File: config.mk
export PLATFORM = sky130hd
export DESIGN_NAME = apb_timer
export DESIGN_NICKNAME = d
export VERILOG_FILES = /design/src/rtl/apb_timer.sv
export SDC_FILE = /design/constraint.sdc
export NUM_CORES = 1
export LEC_CHECK = 0
export CORE_MARGIN = 2
export CORE_UTILIZATION = 50
export DETAILED_ROUTE_END_ITERATION = 6
export GPL_TIMING_DRIVEN = 0
export PLACE_DENSITY = 0.76
export SYNTH_ARGS = -nofsm -noshare
export SYNTH_HDL_FRONTEND = slang
export SYNTH_SLANG_ARGS = --single-unit
File: constraint.sdc
create_clock -name PCLK -period 4.7 [get_ports PCLK]
set_input_delay 0.94 -clock PCLK [delete_from_list [all_inputs] [get_ports PCLK]]
set_output_delay 0.94 -clock PCLK [all_outputs]
set_load 0.005 [all_outputs]
File: src/rtl/apb_timer.sv
// APB3/APB4 zero-wait-state timer: 32-bit down-counter behind a 16-bit prescaler,
// periodic or one-shot, with a sticky W1C expiry flag and a level interrupt.
module apb_timer #(
    parameter int ADDR_WIDTH = 32,
    parameter int DATA_WIDTH = 32
) (
    input  logic                    PCLK,
    input  logic                    PRESET,
    input  logic                    PSEL,
    input  logic                    PENABLE,
    input  logic                    PWRITE,
    input  logic [ADDR_WIDTH-1:0]   PADDR,
    input  logic [DATA_WIDTH-1:0]   PWDATA,
    input  logic [DATA_WIDTH/8-1:0] PSTRB,
    output logic [DATA_WIDTH-1:0]   PRDATA,
    output logic                    PREADY,
    output logic                    PSLVERR,
    output logic                    IRQ
);

    localparam logic [2:0] A_CTRL     = 3'd0;
    localparam logic [2:0] A_PRESCALE = 3'd1;
    localparam logic [2:0] A_LOAD     = 3'd2;
    localparam logic [2:0] A_VALUE    = 3'd3;
    localparam logic [2:0] A_STATUS   = 3'd4;

    function automatic logic [31:0] merge_bytes(input logic [31:0] old_val,
                                                input logic [31:0] new_val,
                                                input logic [3:0]  strb);
        logic [31:0] res;
        for (int i = 0; i < 4; i++) begin
            res[8*i +: 8] = strb[i] ? new_val[8*i +: 8] : old_val[8*i +: 8];
        end
        return res;
    endfunction

    logic        en_r, oneshot_r, irq_en_r, exp_r;
    logic [15:0] prescale_r, pcnt_r;
    logic [31:0] load_r, value_r;

    logic        access_s, err_s, tick_s, expire_s;
    logic        wr_ctrl_s, wr_prescale_s, wr_load_s, wr_status_s;
    logic [2:0]  addr_s;
    logic [31:0] rdata_s, load_merged_s, prescale_merged_s;
    logic        unused_s;

    assign unused_s = ^{PADDR[ADDR_WIDTH-1:5], PADDR[1:0]};
    assign PREADY   = 1'b1;
    assign IRQ      = exp_r & irq_en_r;

    // Bus decode, read mux, error response and tick/expiry qualification
    always_comb begin
        access_s          = PSEL & PENABLE;
        addr_s            = PADDR[4:2];
        load_merged_s     = merge_bytes(load_r, PWDATA, PSTRB);
        prescale_merged_s = merge_bytes({16'h0000, prescale_r}, PWDATA, PSTRB);
        wr_ctrl_s         = access_s & PWRITE & (addr_s == A_CTRL);
        wr_prescale_s     = access_s & PWRITE & (addr_s == A_PRESCALE);
        wr_load_s         = access_s & PWRITE & (addr_s == A_LOAD);
        wr_status_s       = access_s & PWRITE & (addr_s == A_STATUS);
        case (addr_s)
            A_CTRL: begin
                err_s   = 1'b0;
                rdata_s = {29'h0, irq_en_r, oneshot_r, en_r};
            end
            A_PRESCALE: begin
                err_s   = 1'b0;
                rdata_s = {16'h0000, prescale_r};
            end
            A_LOAD: begin
                err_s   = 1'b0;
                rdata_s = load_r;
            end
            A_VALUE: begin
                err_s   = PWRITE;
                rdata_s = value_r;
            end
            A_STATUS: begin
                err_s   = 1'b0;
                rdata_s = {31'h0, exp_r};
            end
            default: begin
                err_s   = 1'b1;
                rdata_s = 32'h0000_0000;
            end
        endcase
        PSLVERR = access_s & err_s;
        if (access_s && !PWRITE && !err_s) begin
            PRDATA = rdata_s;
        end else begin
            PRDATA = 32'h0000_0000;
        end
        // A LOAD write in the same cycle discards the tick entirely
        tick_s   = en_r & (pcnt_r == prescale_r) & ~wr_load_s;
        expire_s = tick_s & (value_r == 32'h0000_0000);
    end

    // Software-visible configuration registers
    always_ff @(posedge PCLK or posedge PRESET) begin
        if (PRESET) begin
            en_r       <= 1'b0;
            oneshot_r  <= 1'b0;
            irq_en_r   <= 1'b0;
            prescale_r <= 16'h0000;
            load_r     <= 32'h0000_0000;
        end else begin
            if (wr_ctrl_s && PSTRB[0]) begin
                en_r      <= PWDATA[0];
                oneshot_r <= PWDATA[1];
                irq_en_r  <= PWDATA[2];
            end else if (expire_s && oneshot_r) begin
                en_r <= 1'b0;
            end
            if (wr_prescale_s) begin
                prescale_r <= prescale_merged_s[15:0];
            end
            if (wr_load_s) begin
                load_r <= load_merged_s;
            end
        end
    end

    // Prescale counter, down-counter and sticky expiry flag
    always_ff @(posedge PCLK or posedge PRESET) begin
        if (PRESET) begin
            pcnt_r  <= 16'h0000;
            value_r <= 32'h0000_0000;
            exp_r   <= 1'b0;
        end else begin
            if (!en_r || wr_load_s || tick_s) begin
                pcnt_r <= 16'h0000;
            end else begin
                pcnt_r <= pcnt_r + 16'h0001;
            end
            if (wr_load_s) begin
                value_r <= load_merged_s;
            end else if (tick_s) begin
                if (value_r != 32'h0000_0000) begin
                    value_r <= value_r - 32'h0000_0001;
                end else if (!oneshot_r) begin
                    value_r <= load_r;
                end
            end
            if (expire_s) begin
                exp_r <= 1'b1;
            end else if (wr_status_s && PSTRB[0] && PWDATA[0]) begin
                exp_r <= 1'b0;
            end
        end
    end

endmodule
==> results of run 1 <==
-- worst max-delay path: cells and delay by family --
| family | cells | cell delay (ns) |
|---|---|---|
| and+or+nand+nor | 3 | 0.70 |
| AOI/OAI and AO/OA | 1 | 0.13 |
| buffers and inverters | 4 | 1.81 |
-- state kept, by name (all words and copies together) (netlist names) --
name        flops
oneshot_r       1
exp_r           1
pcnt_r         16
load_r         32
en_r            1
irq_en_r        1
prescale_r     16
value_r        32
-- cells by family (layout without fill, tap and decap cells) --
family / Yosys count / after routing / share of synthesized area, %
mux: 54 / 54 / 9.52
buf+inv: 56 / 147 / 3.74
fa+ha+maj: 3 / 3 / 0.600
compound gates: 170 / 170 / 19.7
simple gates: 279 / 279 / 22.2
other cells: 1 / 1 / 0.0599
flops: 100 / 100 / 40.0
xor+xnor: 30 / 30 / 4.20
-- power groups by stage --
stage               clock [uW]  sequential (uW)  combinational [uW]
CTS                        776             1080                 434
floorplan                    0             1060                 302
finish                     769             1090                 438
detailed placement           0             1100                 430
global placement             0             1090                 412
global route               815             1100                 479
-- routing by layer --
metal | vias to the layer above | track usage, %
met4 | 0 | 13.2
met5 | - | 0
met1 | 2877 | 38.1
met2 | 306 | 47.5
met3 | 56 | 6.43
li1 | 2728 | -
-- through the flow --
stage / total power [uW] / util, % / cell area [um2]
finish: 2300 / 62.3 / 7550
global route: 2390 / 62.3 / 7550
CTS: 2290 / 62.3 / 7550
detailed placement: 1530 / 59.8 / 7240
global placement: 1500 / 59.5 / 7210
floorplan: 1360 / - / 6260
-- path summary, 6_finish.rpt --
kind	start	end	slack, ns	cells after the start
setup / recovery	PADDR[4]	PRDATA[28]	0.18	8
hold / removal	pcnt_r[0]	pcnt_r[0]	0.50	1
setup reg to reg	value_r[0]	value_r[6]	1.66	9
hold reg to reg	pcnt_r[0]	pcnt_r[0]	0.50	1
max in group asynchronous	PRESET	load_r[25]	3.01	3
min in group asynchronous	PRESET	prescale_r[1]	1.00	2
-- placed cells by master, fill, tap and decap left out, drive strengths merged, types with 3 or more instances in the layout --
cell type	netlist	layout
mux2	44	44
buf	12	13
or3	9	9
nor4	16	16
nand4	5	5
inv	12	13
a22oi	31	31
o31ai	6	6
and2	4	4
a221oi	4	4
nand2	92	92
nor2b	4	4
a21oi	21	21
ha	3	3
nor2	81	81
and3	11	11
o41ai	3	3
a22o	3	3
or2	7	7
o21ai	32	32
clkbuf	32	46
dfrtp	100	100
a211oi	3	3
a2bb2oi	6	6
clkdlybuf4s50	0	74
o2bb2ai	9	9
nor3	20	20
mux2i	10	10
xor2	23	23
xnor2	7	7
nand3	21	21
o22ai	9	9
a21o	3	3
o221ai	18	18
o311ai	7	7
-- cells in the mapped netlist, drive strengths merged, types with 3 or more instances --
cell	count
or3	9
a2bb2oi	6
ha	3
mux2i	10
o311ai	7
buf	12
inv	12
a22o	3
nand4	5
mux2	44
a22oi	31
o22ai	9
nor2	81
o221ai	18
or2	7
o41ai	3
dfrtp	100
xor2	23
nand3	21
o2bb2ai	9
nor3	20
xnor2	7
and3	11
nand2	92
nor2b	4
a21o	3
a211oi	3
o21ai	32
and2	4
a221oi	4
clkbuf	32
nor4	16
o31ai	6
a21oi	21
-- area by class of cell --
| class | count | area (um2) |
|---|---|---|
| Clock buffer | 14 | 294 |
| Sequential cell | 100 | 2500 |
| Tap cell | 168 | 210 |
| Fill cell | 1068 | 4560 |
| Clock inverter | 2 | 13.8 |
| Multi-Input combinational cell | 537 | 3520 |
| Timing Repair Buffer | 75 | 768 |
| Buffer | 44 | 189 |
| Inverter | 12 | 47.5 |
==> results.md, run 1 <==
- Max-cap violations: 0
- First-pass detailed-route iteration total: 5
- CTS tree: built
- Drt initial violations: 629
- Initial antenna violation count: 0
- Clock sinks: 100
- Critical Path Sink Type: output pin
- Global-route wire length before repair: 30,300 um
- Top routing layer in use: met4
- Root buf cell: clkbuf_16
- Post-synth cell types: 66
- Crit-path max cell delay: 0.51 ns
- Hold buffers post-CTS: 0
- Yosys top cell area share: 40.0%
- Total negative slack: 0 ns
- Die height: 116 um
- Critical path peak fanout: 10
- Final WS setup: 0.180 ns
- Cts bufs inserted: 9
- Mapped cell area: 0.00626 mm2
- Top_reg_cell synth: dfrtp_1
- Initial core utilization: 51.7%
- Wire length per cell: 20.1 um
- Final setup fails: 0
- Hold WS: 0.504 ns
- Yosys reg bits: 100
- Dpl hpwl: 13,900 um
- Synthesized Nets: 769
- Status: finished, final reports clean
- Layout Cells excl Fill: 952
- Maximum clock path buffer count: 2
- CP Data Required Time: 3.76 ns
- Ys Warns: 0
- Placed Cells: 936
- Setup bufs post-CTS: 0
- FP Rows: 40
- Int Pwr: 1600 uW
- Top post-synthesis cells by area: dfrtp_1 40%, mux2_2 7.9%, nand2_1 5.5%
- Diode count: 0
- Min Tclk post-route: 4.52 ns
- Largest net degree at the start of global routing: 57
- Setup crit start kind: primary input
- Htree depth: 3
- Sequential share of the synthesized area: 40.0%
- DRC: 0
- M1 WL: 8130 um
- Final hold violation count: 0
- Worst-path cell chain: clkdlybuf4s50_1 > nor2b_1 > and2_1 > clkbuf_1 > clkbuf_1 > a22oi_1 > nor2_1 > clkdlybuf4s50_1
- # resized after CTS: 0
- Slew @ Worst Pin: 0.801 ns
- GRT Util Overall: 29.4%
- Vias in the first global route: 5,808
- Met3 routed wirelength: 1510 um
- Chip Width: 116 um
- Seq pwr share: 47.5%
- Max VDD drop: 0.284 mV
- Met2 wire length: 8900 um
- Cells after synthesis: 693
- Port bufs: 74
- Post-detailed-route count of antenna-violating nets: 0
- DR vias: 5,967
- Area grow syn2layout: 20.6%
- Clock Power Share: 33.5%
- Fmax: 221 MHz
- Hold Path Class: reg2reg
- Reg clk slew, reported paths: 0.07 ns
- Pre-CTS setup slack: 0.273 ns
- Leading area contributor after synthesis: dfrtp_1
- Worst path slowest cell: clkdlybuf4s50_1
- RSZ-0062 raised after global routing: false
- Pleak: 0.00309 uW
- Total gr overflow: 0
- Routed vias/inst: 6.27
- DIE AREA: 0.0134 mm2
- Tcrit/Tclk final: 96.2%
- Pins Over Slew Limit: 0
- PD cells: 304 mW/mm2
- Relative slew slack: 46.4%
- Critical path class: in2out
- Combinational share of power: 19.1%
- Crit path DAT: 3.58 ns
- Placer Congestion: 0.969
- Syn Area/Cell: 9.03 um2
- Psw: 698 uW
- Post-synth EDFFs: 0
- Share of cells above drive strength 1: 12.2%
- Clk_skew: 0.00639 ns
- Clk_lat worst skew: 0.36 ns
- Switching Fraction: 30.4%
- I/O pins: 108
- Routed wire length: 19,100 um
- Core area: 0.0121 mm2
- Final-stage net count: 855
- Ys async rst share: 100%
(Power assumes the default switching activity.)
==> run 2, diff against run 1 <==
--- a/config.mk
+++ b/config.mk
@@ -10,6 +10,7 @@
 export DETAILED_ROUTE_END_ITERATION = 6
 export GPL_TIMING_DRIVEN = 0
 export PLACE_DENSITY = 0.76
+export RECOVER_POWER = 50
 export SYNTH_ARGS = -nofsm -noshare
 export SYNTH_HDL_FRONTEND = slang
 export SYNTH_SLANG_ARGS = --single-unit
==> run 2 against run 1 <==
Against the previous run:
- the run now ends with max-capacitance violations, max-slew violations left
- wire length is 0.33% lower
- critical path type unchanged
- register-to-register slack better by 0.02 ns
- worst hold slack worse by 0.0038 ns
- sequential cell count unchanged
- critical endpoint unchanged
- critical path depth did not move
- first-iteration DRC count is 7.0% higher
==> results.md, run 2 (synthesis gave the netlist of run 1 again) <==
- Share of cells above drive strength 1: 12.2% (unchanged)
- Dpl hpwl: 13,900 um (unchanged)
- Root buf cell: clkbuf_16 (unchanged)
- Slew @ Worst Pin: 2.00 ns (was 0.801 ns)
- Combined area of the multi-input logic cells: 0.00352 mm2 (unchanged)
- Critical R2R Launch: value_r[0] (unchanged)
- CP Buf/Inv Count: 4 (unchanged)
- Vias in the first global route: 5,808 (unchanged)
- DRC: 0 (unchanged)
- Routed vias/inst: 6.26 (was 6.27)
- Placer Congestion: 0.969 (unchanged)
- Total gr overflow: 0 (unchanged)
- Final hold violation count: 0 (unchanged)
- DR vias: 5,958 (was 5,967)
- Psw: 693 uW (was 698 uW)
- Crit path DAT: 3.56 ns (was 3.58 ns)
- Routed wire length: 19,100 um (about the same)
- Worst-path cell chain: clkdlybuf4s50_1 > nor2b_1 > and2_1 > clkbuf_1 > clkbuf_1 > a22oi_1 > nor2_1 > clkdlybuf4s50_1 (unchanged)
- Delay-heaviest family, CP: buffers and inverters (unchanged)
- Cts bufs inserted: 9 (unchanged)
- PD cells: 304 mW/mm2 (about the same)
- # resized after CTS: 0 (unchanged)
- FF+latch area: 0.00250 mm2 (unchanged)
- Hold buffers post-CTS: 0 (unchanged)
- Largest net degree at the start of global routing: 57 (unchanged)
- Area grow syn2layout: 20.2% (was 20.6%)
- Clk_lat worst skew: 0.36 ns (about the same)
- Layout Cells excl Fill: 952 (unchanged)
- Pins Over Slew Limit: 46 (was 0)
- Initial antenna violation count: 0 (unchanged)
- Total negative slack: 0 ns (unchanged)
- Die height: 116 um (unchanged)
- Worst path slowest cell: clkdlybuf4s50_1 (unchanged)
- GRT Util Overall: 29.4% (unchanged)
- Fill cell count: 1,069 (was 1,068)
- Htree depth: 3 (unchanged)
- Hold Path Class: reg2reg (unchanged)
- Max VDD drop: 0.286 mV (was 0.284 mV)
- Critical path class: in2out (unchanged)
- Switching Fraction: 30.3% (was 30.4%)
- Max-cap violations: 1 (was 0)
- I/O pins: 108 (unchanged)
- Maximum clock path buffer count: 2 (unchanged)
- GR Layer Usage met3: 6.43% (unchanged)
- Placed Cells: 936 (unchanged)
- Chip Width: 116 um (unchanged)
- Min Tclk post-route: 4.50 ns (was 4.52 ns)
- Status: finished with violations (was finished, final reports clean)
- RSZ-0062 raised after global routing: false (unchanged)
- Initial core utilization: 51.7% (unchanged)
- Post-DP Area: 0.00724 mm2 (unchanged)
- Diode count: 0 (unchanged)
- Critical path peak fanout: 10 (unchanged)
- Clk_skew: 0.00539 ns (was 0.00639 ns)
- Critical Path Sink Type: output pin (unchanged)
- Reg clk slew, reported paths: 0.07 ns (about the same)
- Clock Power Share: 33.5% (about the same)
- Busiest grt layer: met2 (unchanged)
- Final-stage net count: 855 (unchanged)
- Seq pwr share: 47.6% (was 47.5%)
- Final Cell Area: 0.00752 mm2 (was 0.00755 mm2)
- Global-route wire length before repair: 30,300 um (unchanged)
- FP Rows: 40 (unchanged)
- Pleak: 0.00308 uW (was 0.00309 uW)
- Tcrit/Tclk final: 95.8% (was 96.2%)
- CP Data Required Time: 3.76 ns (about the same)
- Most frequent cells in the layout: 100 x dfrtp_1, 91 x nand2_1, 80 x nor2_1 (unchanged)
- Core area: 0.0121 mm2 (unchanged)
- Critical Path Source: PADDR[4] (unchanged)
- Final setup fails: 0 (unchanged)
- Fmax: 222 MHz (was 221 MHz)
- Setup crit start kind: primary input (unchanged)
- M2 GR Usage: 47.5% (unchanged)
- CTS tree: built (unchanged)
- Drt initial violations: 673 (was 629)
- Combinational share of power: 18.9% (was 19.1%)
- Post-detailed-route count of antenna-violating nets: 0 (unchanged)
- Crit-path max cell delay: 0.51 ns (about the same)
- Int Pwr: 1600 uW (about the same)
- Setup bufs post-CTS: 0 (unchanged)
- First-pass detailed-route iteration total: 5 (unchanged)
- Biggest regs: load_r: 32 flops, value_r: 32 flops (unchanged)
- Commonest non-fill, non-tap cell in the layout: dfrtp_1 (unchanged)
- DIE AREA: 0.0134 mm2 (unchanged)
- Relative slew slack: -34.0% (was 46.4%)
- Wire length per cell: 20.0 um (was 20.1 um)
- Clock sinks: 100 (unchanged)
- Met1 track demand over resource: 38.1% (unchanged)
- Port bufs: 74 (unchanged)
- Hold path startpoint: pcnt_r[0] (unchanged)
- Failing checks: max-capacitance violations, max-slew violations
## run 2: cell types whose count changed in the layout (fill, tap and decap cells not counted)
cell / previous run / this run
clkdlybuf4s50_1: 74 / 71
dlygate4sd3_1: 0 / 3
buf_16: 1 / 0
clkbuf_2: 0 / 1
clkinvlp_2: 0 / 1
inv_4: 1 / 0
## run 2: path summary, 6_finish.rpt
check,slack [ns],cells past startpoint,endpoint
max,0.20,8,PRDATA[28]
min,0.50,1,pcnt_r[0]
max reg2reg,1.68,9,value_r[6]
min reg2reg,0.50,1,pcnt_r[0]
max in group asynchronous,0.99,3,load_r[25]
min in group asynchronous,1.54,2,prescale_r[1]
## run 2: layout make-up
type	count	share of cell area, %
tap	168	2.79
buffer	44	2.51
inverter	12	0.615
clock inverter	2	0.183
clock buffer	14	3.91
sequential	100	33.3
timing repair buffer	75	9.91
multi-input combinational	537	46.8
## run 2: through the flow
| step | total power (uW) | util [%] | hold slack (ns) | setup WS, ns |
|---|---|---|---|---|
| after floorplan | 1360 | - | 0.462 | 1.14 |
| after global placement | 1500 | 59.5 | 0.480 | -0.407 |
| after detailed placement | 1530 | 59.8 | 0.485 | 0.273 |
| after CTS | 2290 | 62.3 | 0.502 | 0.262 |
| after global routing | 2390 | 62.1 | 0.525 | 0.0587 |
| final | 2290 | 62.1 | 0.500 | 0.199 |
## run 2: routing by layer
layer  share of wire, %  vias to the layer above
met5                  0                        -
met4                3.2                        0
met3                8.5                       57
met2                 47                      309
met1                 42                     2855
li1                   -                     2737
## run 2: power by group through the flow
stage / combinational, uW / sequential (uW) / clock, uW
5_1_grt: 476 / 1100 / 815
3_5_place_dp: 430 / 1100 / 0
3_3_place_gp: 412 / 1090 / 0
6_report: 433 / 1090 / 766
2_1_floorplan: 302 / 1060 / 0
4_1_cts: 434 / 1080 / 776
